$ cat src/rtl/bbscan_pkg.sv
// Shared types and defaults for the blackbox truth-table scanner.
package bbscan_pkg;

    // Scan sequencer states
    typedef enum logic [2:0] {
        StIdle,
        StDrive,
        StSettle,
        StSample,
        StFinish
    } state_e;

    localparam int unsigned NInDefault    = 3;
    localparam logic [7:0]  GoldenDefault = 8'h45;
    // Settle counter width; covers SETTLE values 0..15
    localparam int unsigned SettleW       = 4;

endpackage

$ cat src/rtl/bbscan_popcnt.sv
// Combinational mismatch statistics for a captured truth table:
// popcount of the difference vector, plus the lowest set index when
// BBSCAN_FIRST_ERR_EN is defined.
module bbscan_popcnt
    import bbscan_pkg::*;
#(
    parameter int unsigned N_IN = NInDefault
) (
    input  logic [2**N_IN-1:0] diff_i,
    output logic [N_IN:0]      cnt_o
`ifdef BBSCAN_FIRST_ERR_EN
    ,
    output logic               first_vld_o,
    output logic [N_IN-1:0]    first_idx_o
`endif
);

    localparam int unsigned Width = 2**N_IN;

    // Count differing table entries
    always_comb begin
        cnt_o = '0;
        for (int k = 0; k < int'(Width); k++) begin
            cnt_o = cnt_o + (N_IN+1)'(diff_i[k]);
        end
    end

`ifdef BBSCAN_FIRST_ERR_EN
    // Scan high to low so the lowest differing index wins
    always_comb begin
        first_vld_o = 1'b0;
        first_idx_o = '0;
        for (int k = int'(Width) - 1; k >= 0; k--) begin
            if (diff_i[k]) begin
                first_vld_o = 1'b1;
                first_idx_o = N_IN'(k);
            end
        end
    end
`endif

endmodule

$ cat src/rtl/blackbox_tt_scanner.sv
// Truth-table scanner for a small combinational blackbox. Drives every input
// vector, waits SETTLE cycles, samples the output, then compares the captured
// table against GOLDEN. Optional macro BBSCAN_FIRST_ERR_EN adds the
// first_err_vld_o/first_err_idx_o outputs.
module blackbox_tt_scanner
    import bbscan_pkg::*;
#(
    parameter int unsigned       N_IN   = NInDefault,
    parameter int unsigned       SETTLE = 1,
    parameter logic [2**N_IN-1:0] GOLDEN = GoldenDefault
) (
    input  logic                 clk_i,
    input  logic                 reset_i,
    input  logic                 start_i,
    input  logic                 abort_i,
    output logic [N_IN-1:0]      dut_in_o,
    input  logic                 dut_out_i,
    output logic                 busy_o,
    output logic                 done_o,
    output logic [2**N_IN-1:0]   tt_o,
    output logic                 tt_valid_o,
    output logic                 match_o,
    output logic [N_IN:0]        err_cnt_o
`ifdef BBSCAN_FIRST_ERR_EN
    ,
    output logic                 first_err_vld_o,
    output logic [N_IN-1:0]      first_err_idx_o
`endif
);

    localparam logic [N_IN:0]       LastIdx    = (N_IN+1)'(2**N_IN - 1);
    localparam logic [SettleW-1:0]  SettleLoad = SettleW'((SETTLE > 0) ? SETTLE - 1 : 0);

    state_e               state_q;
    logic [N_IN:0]        idx_q;
    logic [SettleW-1:0]   cnt_q;
    logic [N_IN-1:0]      dut_in_q;
    logic                 busy_q;
    logic                 done_q;
    logic [2**N_IN-1:0]   tt_q;
    logic                 tt_valid_q;
    logic                 match_q;
    logic [N_IN:0]        err_cnt_q;
    logic [N_IN:0]        diff_cnt;

`ifdef BBSCAN_FIRST_ERR_EN
    logic                 diff_first_vld;
    logic [N_IN-1:0]      diff_first_idx;
    logic                 first_err_vld_q;
    logic [N_IN-1:0]      first_err_idx_q;
`endif

    bbscan_popcnt #(
        .N_IN (N_IN)
    ) u_popcnt (
        .diff_i      (tt_q ^ GOLDEN),
        .cnt_o       (diff_cnt)
`ifdef BBSCAN_FIRST_ERR_EN
        ,
        .first_vld_o (diff_first_vld),
        .first_idx_o (diff_first_idx)
`endif
    );

    // Scan sequencer with registered outputs; abort overrides every transition
    always_ff @(posedge clk_i or posedge reset_i) begin
        if (reset_i) begin
            state_q    <= StIdle;
            idx_q      <= '0;
            cnt_q      <= '0;
            dut_in_q   <= '0;
            busy_q     <= 1'b0;
            done_q     <= 1'b0;
            tt_q       <= '0;
            tt_valid_q <= 1'b0;
            match_q    <= 1'b0;
            err_cnt_q  <= '0;
`ifdef BBSCAN_FIRST_ERR_EN
            first_err_vld_q <= 1'b0;
            first_err_idx_q <= '0;
`endif
        end else begin
            done_q <= 1'b0;
            if (state_q != StIdle && abort_i) begin
                // Drop the partial scan; tt keeps its bits but is no longer valid
                state_q    <= StIdle;
                busy_q     <= 1'b0;
                dut_in_q   <= '0;
                tt_valid_q <= 1'b0;
                match_q    <= 1'b0;
                err_cnt_q  <= '0;
`ifdef BBSCAN_FIRST_ERR_EN
                first_err_vld_q <= 1'b0;
                first_err_idx_q <= '0;
`endif
            end else begin
                unique case (state_q)
                    StIdle: begin
                        if (start_i && !abort_i) begin
                            idx_q      <= '0;
                            tt_q       <= '0;
                            tt_valid_q <= 1'b0;
                            match_q    <= 1'b0;
                            err_cnt_q  <= '0;
`ifdef BBSCAN_FIRST_ERR_EN
                            first_err_vld_q <= 1'b0;
                            first_err_idx_q <= '0;
`endif
                            busy_q     <= 1'b1;
                            state_q    <= StDrive;
                        end
                    end
                    StDrive: begin
                        dut_in_q <= idx_q[N_IN-1:0];
                        cnt_q    <= SettleLoad;
                        state_q  <= (SETTLE == 0) ? StSample : StSettle;
                    end
                    StSettle: begin
                        if (cnt_q == '0) begin
                            state_q <= StSample;
                        end else begin
                            cnt_q <= cnt_q - 1'b1;
                        end
                    end
                    StSample: begin
                        tt_q[idx_q[N_IN-1:0]] <= dut_out_i;
                        if (idx_q == LastIdx) begin
                            state_q <= StFinish;
                        end else begin
                            idx_q   <= idx_q + 1'b1;
                            state_q <= StDrive;
                        end
                    end
                    StFinish: begin
                        done_q     <= 1'b1;
                        tt_valid_q <= 1'b1;
                        match_q    <= (diff_cnt == '0);
                        err_cnt_q  <= diff_cnt;
`ifdef BBSCAN_FIRST_ERR_EN
                        first_err_vld_q <= diff_first_vld;
                        first_err_idx_q <= diff_first_idx;
`endif
                        busy_q     <= 1'b0;
                        dut_in_q   <= '0;
                        state_q    <= StIdle;
                    end
                    default: begin
                        state_q <= StIdle;
                    end
                endcase
            end
        end
    end

    assign dut_in_o   = dut_in_q;
    assign busy_o     = busy_q;
    assign done_o     = done_q;
    assign tt_o       = tt_q;
    assign tt_valid_o = tt_valid_q;
    assign match_o    = match_q;
    assign err_cnt_o  = err_cnt_q;
`ifdef BBSCAN_FIRST_ERR_EN
    assign first_err_vld_o = first_err_vld_q;
    assign first_err_idx_o = first_err_idx_q;
`endif

endmodule

$ cat config.mk
export PLATFORM = sky130hd
export DESIGN_NAME = blackbox_tt_scanner
export DESIGN_NICKNAME = d
export VERILOG_FILES = /design/src/rtl/bbscan_pkg.sv /design/src/rtl/bbscan_popcnt.sv /design/src/rtl/blackbox_tt_scanner.sv
export SDC_FILE = /design/constraint.sdc
export NUM_CORES = 1
export LEC_CHECK = 0
export BUFFER_PORTS_ARGS = -buffer_cell sky130_fd_sc_hd__buf_2
export CELL_PAD_IN_SITES_DETAIL_PLACEMENT = 2
export CELL_PAD_IN_SITES_GLOBAL_PLACEMENT = 2
export CORE_MARGIN = 8
export CORE_UTILIZATION = 37
export DETAILED_ROUTE_END_ITERATION = 10
export PLACE_DENSITY = 0.8
export SETUP_SLACK_MARGIN = 0.15
export SLEW_MARGIN = 20
export SYNTH_ARGS = -nofsm -noshare
export SYNTH_HDL_FRONTEND = slang
export SYNTH_SLANG_ARGS = --single-unit
$ cat constraint.sdc
create_clock -name clk_i -period 4.1 [get_ports clk_i]
set_input_delay 0.615 -clock clk_i [delete_from_list [all_inputs] [get_ports clk_i]]
set_output_delay 0.615 -clock clk_i [all_outputs]
set_load 0.02 [all_outputs]
Word level (Yosys, flattened, before mapping). Index checks and enable logic that the tools add are counted.

Output and inout port bits: 19. Flip-flop bits (word level): 30. Input port bits: 5.

Muxes and demuxes: 29. Equality and inequality tests: 10. Magnitude comparators: 2. Add/sub/neg operators: 9. Reduce and logical (&&, ||, !) cells: 17. Bitwise gates (word level): 2.

Operators with widths (count): adder 4 x 1 -> 4 bit (6); one-hot mux 4 bit (2 select lines) (3); two-way mux 4 bit (4); one-hot mux 8 bit (2 select lines) (1); two-way mux 3 bit (5); one-hot mux 3 bit (4 select lines) (1); nonzero test 3 bit (3); bitwise mux 8 bit (1); zero test 4 bit (2); two-way mux 1 bit (8); two-way mux 8 bit (1); == test 3 x 2 -> 1 bit, second input constant (2); inequality test 2 bit, second input constant (3); inequality test 3 bit, second input constant (2); one-hot mux 1 bit (2 select lines) (3); one-hot mux 3 bit (2 select lines) (1); AND reduction 3 bit (2); adder 4 x 1 -> 4 bit, second input constant (1); == test 4 x 3 -> 1 bit, second input constant (1); < comparator 3 x 4 -> 1 bit, second input constant (1); AND reduction 2 bit (2); AND reduction 4 bit (1); nonzero test 2 bit (2); subtractor 4 x 1 -> 4 bit, second input constant (1); 10 further kinds (12).

Longest topological paths before layout. Gate-level depths: netlist of the first run.

Depth after elaboration: 11. Depth in mapped cells: 11. Mapped depth without buffers: 11.

Cells and area by module. A second synthesis of the first run with hierarchy kept.

Cell total of the unflattened synthesis: 179. Area, all modules: 1883.1 µm².

Modules (own cells, without submodules): blackbox_tt_scanner (cells an instance 157, seq. area each 750.7 µm², area an instance 1690.4 µm², instances 1); bbscan_popcnt (cells an instance 22, seq. area each 0.0 µm², area an instance 192.7 µm², instances 1).

Worst setup path before layout of the first run. OpenSTA, ideal clock, no wires.

Kind: reg-to-reg. Start point: reg tt_q[0] (netlist: tt_o[0]). End point: reg match_q (netlist: match_o). Setup slack: 0.926 ns. Data required time: 3.978 ns. Stages on the path, launching flop included: 12. Path buffers: 0. Arrival: 3.052 ns. Path through: dfrtp_1 > inv_1 > ha_1 > inv_1 > fa_1 > inv_1 > fa_1 > fa_1 > fa_1 > xor2_1 > nor3_1 > a32o_1.

Word-level cells in the longest chain between the ends: 11.

Ends and longest elaborated chain: from (decl) (RTL line blackbox_tt_scanner.sv:40) `logic [2**N_IN-1:0] tt_q;`; from (signal, indexed assignment) (RTL line blackbox_tt_scanner.sv:126) `tt_q[idx_q[N_IN-1:0]] <= dut_out_i;`; inverter 3 bit (no source line); adder 1 x 1 -> 2 bit (RTL line bbscan_popcnt.sv:24) `cnt_o = cnt_o + (N_IN+1)'(diff_i[k]);`; adder 4 x 1 -> 4 bit (6 in series) (RTL line bbscan_popcnt.sv:24); zero test 4 bit (RTL line blackbox_tt_scanner.sv:137) `match_q <= (diff_cnt == '0);`; one-hot mux 1 bit (2 select lines) (RTL line blackbox_tt_scanner.sv:97) `unique case (state_q)`; two-way mux 1 bit (RTL line blackbox_tt_scanner.sv:84) `if (state_q != StIdle && abort_i) begin`; to (signal assigned) (RTL line blackbox_tt_scanner.sv:137); to (decl) (RTL line blackbox_tt_scanner.sv:42) `logic match_q;`.

No other way between the ends. A chain may end at the register's enable or synchronous reset.

Worst setup path after layout of the first run. Ends and elaborated chain as after synthesis.

==> run_results.csv, run 1 <==
group,metric,value,unit
grt,grt_pass1_vias,1644,
synthesis,synth_compound_area_share,24.4,%
routing,ant_nets,0,
floorplan,io_pins,24,
final_layout,diodes,0,
clock_network,numCtsBuffers,5,
synthesis,yosys.area_share.simple,16.3,%
setup_path,max_stage_delay,0.47,ns
clock_network,postCtsHoldBufs,0,
routing,routedWlPerCell,20.5,um
timing,tightest_slew,0.804,ns
timing,layout_min_cycle_time,3.25,ns
synthesis,ys_top_cells_by_area,"dfrtp_1 (42%), o211ai_1 (4.7%), fa_1 (4.5%)",
floorplan,core_area,0.00466,mm2
timing,finalClockSkew,0.00649,ns
power_and_ir_drop,p_switching,236,uW
floorplan,floorplan.initialDensity,38.0,%
clock_network,cts_repair_resize_count,0,
setup_path,start_kind,"register",
synthesis,ys_seq_area_share,42.3,%
final_layout,syn_to_final_growth,11.6,%
power_and_ir_drop,p_seq_share,48.5,%
power_and_ir_drop,p_per_area,375,mW/mm2
synthesis,yosysMostFrequentCell,"dfrtp_1",
power_and_ir_drop,p_sw_share,31.9,%
power_and_ir_drop,p_int,505,uW
routing,routed_wl,4.95,mm
synthesis,syn_avg_cell_area,10.6,um2
worst_hold_path,holdCritPathClass,"in2async",
grt,grt_pass1_wl,8.27,mm
synthesis,synth_top_family_by_area,"compound AO/OA/AOI/OAI gates",
routing,num_vias,1444,
setup_path,crit_path_start,"tt_o[0]",
timing,maxSlewHeadroom,46.4,%
synthesis,muxShareOfSynthArea,0.565,%
setup_path,critPathArrivalTime,3.43,ns
setup_path,path_cells,"inv_1 -> ha_1 -> inv_1 -> fa_1 -> inv_1 -> fa_1 -> fa_1 -> fa_1 -> xor2_1 -> nor3_1 -> a32o_1",
setup_path,criticalPathCategory,"reg2reg",
floorplan,die_h,85.2,um
routing,avgViaCountPerCell,5.97,
final_layout,finalNetCount,203,
place,hpwl,3.57,mm
final_layout,fin_util,42.4,%
routing,drc,0,
place,gp_congestion,0.805,
setup_path,path_delay_family,"adder cells",
timing,finalHoldViolCount,0,
timing,slew_viol_final,0,
timing,setup_viol,0,
synthesis,yosysTopAreaCellShare,42.3,%
synthesis,mappedNetlistArea,0.00177,mm2
power_and_ir_drop,peakVddDrop,0.000155,V
floorplan,die_area,0.00726,mm2
clock_network,clk_pin_slew,0.07,ns
grt,grt_max_degree,31,
run,maxCapViolCount,0,
setup_path,worst_path_most_repeated_cell,"fa_1",
synthesis,synthArstFlopShare,100,%
timing,finalSetupTns,0,ns
clock_network,cts_tree,"built",
synthesis,synth_top_cell_by_area,"dfrtp_1",
power_and_ir_drop,combPwrFrac,18.7,%
setup_path,crit_buf_inv,3,
synthesis,synthAdderAreaFrac,8.05,%
setup_path,worstPathMaxFanout,3,
timing,fin_crit_sh,79.4,%
clock_network,cts_setup_buffers,0,
routing,dr.pass1.iters,2,
clock_network,cts-root-buf,"clkbuf_8",
synthesis,synth_ff_type,"dfrtp_1",
setup_path,endpoint_kind,"register",
clock_network,clock_path_buffers,2,
setup_path,r2r-start,"tt_o[0]",
setup_path,required,4.27,ns
floorplan,chipWidth,85.2,um
synthesis,ys_types,43,
routing,drt_iter0_drc,61,
floorplan,row_count,25,
run_status,outcome,"complete, no violations",
synthesis,synth-edff-count,0,
setup_path,cp_slowest_cell,"fa_1",
power_and_ir_drop,clock_power_share,32.7,%
grt,antenna_found_initial,0,
synthesis,syn_inst,168,
synthesis,synth_nets,182,
synthesis,synth-xor-area-share,0.494,%
grt,track_usage,14.6,%
synthesis,synth_common_cells,"dfrtp_1 (30), inv_1 (19), o211ai_1 (11)",
synthesis,yosysWarnings,0,
power_and_ir_drop,p_leak,0.000929,uW
clock_network,clock_latency,0.29,ns
clock_network,cts_max_level,2,
synthesis,synth_seq_cells,30,
timing,max_freq,307,MHz
grt,grt_overflow,0,
clock_network,cts_sinks,30,
timing,rsz0062_at_grt,"false",
place,io_buffers,23,
final_layout,drive_above_1_share,20.2,%
[sequential cells by signal, indices dropped and copies added, names as in the netlist]
register,cells
tt_o,8
cnt_q,4
err_cnt_o,4
idx_q,4
dut_in_o,3
state_q,3
busy_o,1
done_o,1
match_o,1
tt_valid_o,1
[worst register-to-register path, stage by stage (launching register included)]
cell	delay (ns)
dfrtp_1	0.37
inv_1	0.07
ha_1	0.28
inv_1	0.05
fa_1	0.47
inv_1	0.06
fa_1	0.46
fa_1	0.43
fa_1	0.41
xor2_1	0.20
nor3_1	0.08
a32o_1	0.25
[layout make-up]
type | count | area, um2
Timing Repair Buffer | 24 | 123
Sequential cell | 30 | 751
Inverter | 19 | 71.3
Multi-Input combinational cell | 109 | 883
Clock buffer | 6 | 82.6
Tap cell | 54 | 67.6
Fill cell | 502 | 2680
[logic make-up after synthesis]
kind of cell	count (synthesis)
AOI/OAI and AO/OA	56
xor gates and xnor gates	1
adders and majority gates	9
buffers and inverters	29
DFF	30
muxes	1
and+or+nand+nor	42
[routing by layer]
layer  wire [um]  GRT usage [%]
met5           0              0
met4          72           5.99
met3         185           4.25
met2        2550           25.5
met1        2140           16.1
[final timing paths]
path	end	cells after the start	slack, ns
max reg2reg	match_o	11	0.85
min	tt_o[7]	3	0.41
min reg2reg	tt_valid_o	1	0.49
min in group clk_i	tt_valid_o	1	0.49
max in group asynchronous	err_cnt_o[1]	3	3.40
max	match_o	11	0.85
[power by group through the flow]
stage	Combinational, uW	Clock (uW)	Sequential, uW
after floorplan	107	0	353
after global placement	129	0	361
after detailed placement	140	0	365
after CTS	142	248	359
after global routing	156	258	364
final	139	243	360
[stage by stage]
| step | cell area, um2 | hold slack, ns | total power (uW) | std cells | worst slack (ns) |
|---|---|---|---|---|---|
| 6_report | 1980 | 0.409 | 741 | 242 | 0.846 |
| 2_1_floorplan | 1770 | 0.463 | 460 | 168 | 0.926 |
| 4_1_cts | 1980 | 0.429 | 749 | 242 | 0.844 |
| 3_3_place_gp | 1900 | 0.458 | 491 | 236 | 1.00 |
| 3_5_place_dp | 1900 | 0.478 | 505 | 236 | 0.872 |
| 5_1_grt | 1980 | 0.440 | 777 | 242 | 0.714 |
[layout by cell type, fill, tap and decap left out, types with 2 or more instances in the layout]
master	synthesis	final
dfrtp_1	30	30
buf_2	6	23
inv_1	19	19
o211ai_1	11	11
a22o_1	9	9
a21oi_1	8	8
nand2_1	6	6
o21ai_0	6	6
clkbuf_8	0	6
nand3_1	5	5
o221ai_1	5	5
ha_1	5	5
nor2_1	4	4
or4_1	4	4
nand2b_1	4	4
fa_1	4	4
nor3_1	3	3
a211o_1	3	3
or2_2	3	3
nor2b_1	3	3
or3b_1	2	2
a21o_1	2	2
a32o_1	2	2
o31ai_1	2	2
(Power assumes the default switching activity.)
==> inputs of run 2 (changes only) <==
Clock period 4.1 ns to 3.4 ns, I/O delays scaled along.
==> run 2 against run 1 <==
Net effect:
- clock-buffer cell count unchanged
- largest cell class unchanged
- clock skew fell by 0.00070 ns
- non-clock buffer count up 2
- power increased by 21%
- final cell count increased by 0.83%
- critical endpoint unchanged
- utilization is 0.70 points higher
- clock power rose by 21%
- sequential power rose by 21%
- largest power group unchanged
- register-to-register slack worse by 0.60 ns
==> run_results.csv, run 2 (same netlist as run 1, synthesis figures left out) <==
group,metric,value,unit
power_and_ir_drop,p_per_area,447,mW/mm2
setup_path,start_kind,"register",
setup_path,worst_path_most_repeated_cell,"inv_1",
timing,rsz0062_at_grt,"false",
setup_path,criticalPathCategory,"reg2reg",
routing,dr.pass1.iters,4,
power_and_ir_drop,p_leak,0.000938,uW
timing,finalHoldViolCount,0,
grt,grt_pass1_vias,1641,
grt,antenna_found_initial,0,
power_and_ir_drop,p_switching,288,uW
power_and_ir_drop,p_seq_share,48.3,%
clock_network,cts_sinks,30,
floorplan,row_count,25,
clock_network,clock_path_buffers,2,
clock_network,numCtsBuffers,5,
final_layout,largest_reg_flops,8,
power_and_ir_drop,peakVddDrop,0.000187,V
timing,maxSlewHeadroom,47.2,%
timing,layout_min_cycle_time,3.16,ns
routing,drc,0,
timing,finalSetupTns,0,ns
setup_path,endpoint_kind,"register",
routing,avgViaCountPerCell,5.90,
floorplan,core_area,0.00466,mm2
clock_network,clock_latency,0.28,ns
routing,wl_met2,2.54,mm
timing,fin_ws,0.244,ns
routing,wl_met1,2.24,mm
floorplan,die_h,85.2,um
grt,grt_overflow,0,
routing,ant_nets,0,
timing,max_freq,317,MHz
power_and_ir_drop,combPwrFrac,19.1,%
routing,routedWlPerCell,20.6,um
clock_network,cts-root-buf,"clkbuf_8",
final_layout,syn_to_final_growth,13.4,%
floorplan,chipWidth,85.2,um
place,io_buffers,23,
timing,finalClockSkew,0.00579,ns
grt,grt_max_degree,31,
timing,setup_viol,0,
worst_hold_path,holdCritPathClass,"in2async",
routing,num_vias,1440,
setup_path,max_stage_delay,0.56,ns
power_and_ir_drop,clock_power_share,32.6,%
routing,dr.max_layer_used,"met4",
floorplan,io_pins,24,
run,maxCapViolCount,0,
floorplan,die_area,0.00726,mm2
timing,fin_crit_sh,92.8,%
setup_path,path_cells,"inv_1 -> ha_1 -> inv_1 -> fa_1 -> inv_1 -> fa_1 -> fa_2 -> fa_2 -> nor3_2 -> a32o_1",
place,place_ws,0.172,ns
routing,routed_wl,5.03,mm
setup_path,critPathArrivalTime,3.33,ns
final_layout,most-common-layout-cells,"dfrtp_1 (30), buf_2 (23), inv_1 (19)",
final_layout,fillers,503,
final_layout,diodes,0,
timing,tightest_slew,0.791,ns
floorplan,floorplan.initialDensity,38.0,%
power_and_ir_drop,p_int,611,uW
place,hpwl,3.57,mm
clock_network,cts_max_level,2,
setup_path,cp_slowest_cell,"fa_2",
setup_path,worstPathMaxFanout,3,
final_layout,drive_above_1_share,23.2,%
run_status,outcome,"complete, no violations",
final_layout,final_common_cell,"dfrtp_1",
final_layout,finalNetCount,205,
setup_path,required,3.57,ns
routing,drt_iter0_drc,65,
grt,track_usage,14.6,%
clock_network,clk_pin_slew,0.07,ns
timing,slew_viol_final,0,
place,gp_congestion,0.805,
routing,met3_length,177,um
power_and_ir_drop,power,899,uW
grt,grt_pass1_wl,8.27,mm
clock_network,cts_tree,"built",
clock_network,postCtsHoldBufs,0,
power_and_ir_drop,p_sw_share,32.0,%
-- run 2: cell types whose count changed in the layout (fill, tap and decap cells not counted) --
cell	before	now
buf_4	1	3
fa_1	4	2
fa_2	0	2
nor3_1	3	2
nor3_2	0	1
xor2_1	1	0
xor2_2	0	1
-- run 2: path summary, 6_finish.rpt --
kind,start,to,slack [ns],depth (start not counted)
setup / recovery,tt_o[0],match_o,0.24,10
hold reg to reg,tt_valid_o,tt_valid_o,0.49,1
hold / removal,reset_i,state_q[2],0.31,3
min in group clk_i,tt_valid_o,tt_valid_o,0.49,1
setup reg to reg,tt_o[0],match_o,0.24,10
max in group asynchronous,reset_i,cnt_q[1],2.81,3
-- run 2: final cells by class --
| type | instances | area, um2 | area share, % |
|---|---|---|---|
| multi-input cells | 109 | 901 | 44.8 |
| flip-flops and latches | 30 | 751 | 37.3 |
| repair buffers | 26 | 138 | 6.85 |
| clock buffers | 6 | 82.6 | 4.11 |
| inverters | 19 | 71.3 | 3.55 |
| well taps | 54 | 67.6 | 3.36 |
-- run 2: worst max-delay path: cells and delay by family, from the launching register on --
family	cells	cell delay, ns
adders and majority gates	5	2.17
DFF	1	0.38
AOI/OAI and AO/OA	1	0.25
buffers and inverters	3	0.18
and+or+nand+nor	1	0.05
-- run 2: power groups by stage --
stage          combinational [uW]  sequential (uW)  clock (uW)
6_report                      171              434         293
5_1_grt                       192              438         311
4_1_cts                       171              433         299
3_5_place_dp                  169              440           0
3_3_place_gp                  156              436           0
2_1_floorplan                 129              425           0
-- run 2: routing by layer --
metal / vias to the layer above / global-route usage [%]
li1: 664 / -
met1: 750 / 16.1
met2: 20 / 25.5
met3: 6 / 4.25
met4: 0 / 5.99
met5: - / 0
-- run 2: repair_timing --
action,CTS,global route
setup endpoints to repair,1,1
pin swaps,0,2
resized for setup,1,3
buffers inserted,0,2
-- run 2: stage by stage --
step                utilization, %  instances  hold slack, ns  cell area, um2
finish                        43.1        244           0.306            2010
global route                  43.1        244           0.335            2010
CTS                           42.5        242           0.324            1980
detailed placement            40.7        236           0.478            1900
global placement              40.7        236           0.458            1900
floorplan                        -        168           0.463            1770
==> inputs of run 3 (changes only) <==
Settings changed: CORE_ASPECT_RATIO set to 1.1.
==> run 3 against run 2 <==
Net effect:
- power up 2.3%
- clock-buffer cell count did not move
- wire length grew 3.8%
- worst setup slack worse by 0.00091 ns
- highest routed layer unchanged
- global-route usage grew 0.76 points
- clock power up 6.8%
- largest power group unchanged
==> run_results.csv, run 3 (same netlist as run 1, synthesis figures left out) <==
group,metric,value,unit
run_status,outcome,"complete, no violations",
routing,num_vias,1428,
grt,grt_max_degree,31,
grt,grt_overflow,0,
routing,routed_wl,5.22,mm
clock_network,cts_max_level,2,
final_layout,fillers,510,
floorplan,die_area,0.00727,mm2
setup_path,r2r_slack,0.24,ns
setup_path,worstPathMaxFanout,3,
worst_hold_path,holdCritPathClass,"in2async",
place,hpwl,3.81,mm
power_and_ir_drop,p_per_area,457,mW/mm2
routing,dr.pass1.iters,3,
clock_network,cts_sinks,30,
setup_path,worst_r2r_endpoint,"match_o",
grt,met3_usage,3.56,%
setup_path,reg2reg_depth,11,
timing,finalSetupTns,0,ns
setup_path,endpoint_kind,"register",
grt,antenna_found_initial,0,
timing,finalClockSkew,0.0110,ns
timing,max_freq,317,MHz
floorplan,chipWidth,82,um
place,io_buffers,23,
routing,routedWlPerCell,21.1,um
setup_path,critPathArrivalTime,3.34,ns
final_layout,syn_to_final_growth,13.5,%
timing,slew_viol_final,0,
grt,grt_pass1_wl,8.58,mm
timing,tightest_slew,0.766,ns
power_and_ir_drop,p_leak,0.000937,uW
setup_path,start_kind,"register",
final_layout,most-common-layout-cells,"dfrtp_1 (30), buf_2 (23), inv_1 (19)",
final_layout,finalNetCount,204,
clock_network,postCtsHoldBufs,0,
run,maxCapViolCount,0,
floorplan,row_count,26,
timing,layout_min_cycle_time,3.16,ns
clock_network,clock_path_buffers,2,
floorplan,io_pins,24,
floorplan,floorplan.initialDensity,38.4,%
setup_path,r2r-start,"tt_o[0]",
timing,maxSlewHeadroom,49.0,%
setup_path,required,3.58,ns
timing,rsz0062_at_grt,"true",
grt,track_usage,15.4,%
power_and_ir_drop,peakVddDrop,0.000200,V
final_layout,drive_above_1_share,23.0,%
routing,drc,0,
final_layout,diodes,0,
clock_network,clock_latency,0.29,ns
floorplan,core_area,0.00462,mm2
routing,drt_iter0_drc,42,
final_layout,largest_reg_flops,8,
grt,top_usage_layer,"met2",
timing,fin_crit_sh,92.9,%
timing,setup_viol,0,
clock_network,clk_pin_slew,0.08,ns
setup_path,criticalPathCategory,"reg2reg",
timing,finalHoldViolCount,0,
grt,grt_pass1_vias,1639,
final_layout,fin_util,43.6,%
routing,avgViaCountPerCell,5.78,
clock_network,cts_tree,"built",
clock_network,numCtsBuffers,5,
routing,ant_nets,0,
final_layout,final_common_cell,"dfrtp_1",
clock_network,cts-root-buf,"clkbuf_8",
grt,grtUsageMet2,28.9,%
floorplan,die_h,88.6,um
grt,grtUsageMet1,16.2,%
place,gp_congestion,0.740,
[run 3: cell types whose count changed in the layout (fill, tap and decap cells not counted)]
cell	delta
buf_4	-1
clkinv_2	+1
clkinvlp_4	+1
nor3_1	+1
nor3_2	-1
[run 3: worst max path at each step]
stage / from / end / slack (ns) / depth (start not counted)
global route: tt_o[0] / match_o / 0.13 / 11
floorplan: tt_o[0] / match_o / 0.23 / 11
finish: tt_o[0] / match_o / 0.24 / 11
CTS: tt_o[0] / match_o / 0.18 / 11
detailed placement: tt_o[0] / match_o / 0.01 / 11
global placement: tt_o[0] / match_o / 0.28 / 11
[run 3: metal layers]
metal | wire, um | share of wire, %
met4 | 82 | 1.6
met3 | 164 | 3.1
met5 | 0 | 0
met2 | 2880 | 55
met1 | 2100 | 40
[run 3: power by group]
| part | internal, uW | switching [uW] |
|---|---|---|
| Sequential | 385 | 46.4 |
| Combinational | 71.2 | 104 |
| Clock | 163 | 150 |
| Total | 619 | 301 |
[run 3: per-stage QoR]
stage	total power (uW)	std cells	cell area, um2	hold slack, ns	worst slack (ns)
after floorplan	554	168	1770	0.463	0.226
after global placement	594	238	1900	0.457	0.280
after detailed placement	613	238	1900	0.482	0.0103
after CTS	932	247	2010	0.308	0.177
after global routing	968	247	2010	0.343	0.125
final	920	247	2010	0.303	0.243
[run 3: layout make-up]
class                      count  area [um2]  area share (%)
timing repair buffer          25         130            6.46
clock inverter                 2        12.5           0.622
sequential                    30         751            37.3
inverter                      19        71.3            3.54
tap                           56        70.1            3.48
clock buffer                   6        82.6            4.10
multi-input combinational    109         896            44.5
[run 3: what timing repair did]
action / in CTS / in global routing
gates resized for setup: 3 / 0
setup endpoints to repair: 1 / 2
pin swaps: 0 / 1
buffers inserted: 1 / 0
[run 3: critical path, stage by stage (launching register included)]
cell and delay [ns]:
dfrtp_1 0.36, inv_1 0.07, ha_1 0.28, inv_1 0.05, fa_1 0.49, inv_1 0.06
fa_1 0.48, fa_2 0.38, fa_2 0.38, xor2_2 0.19, nor3_1 0.07, a32o_1 0.26
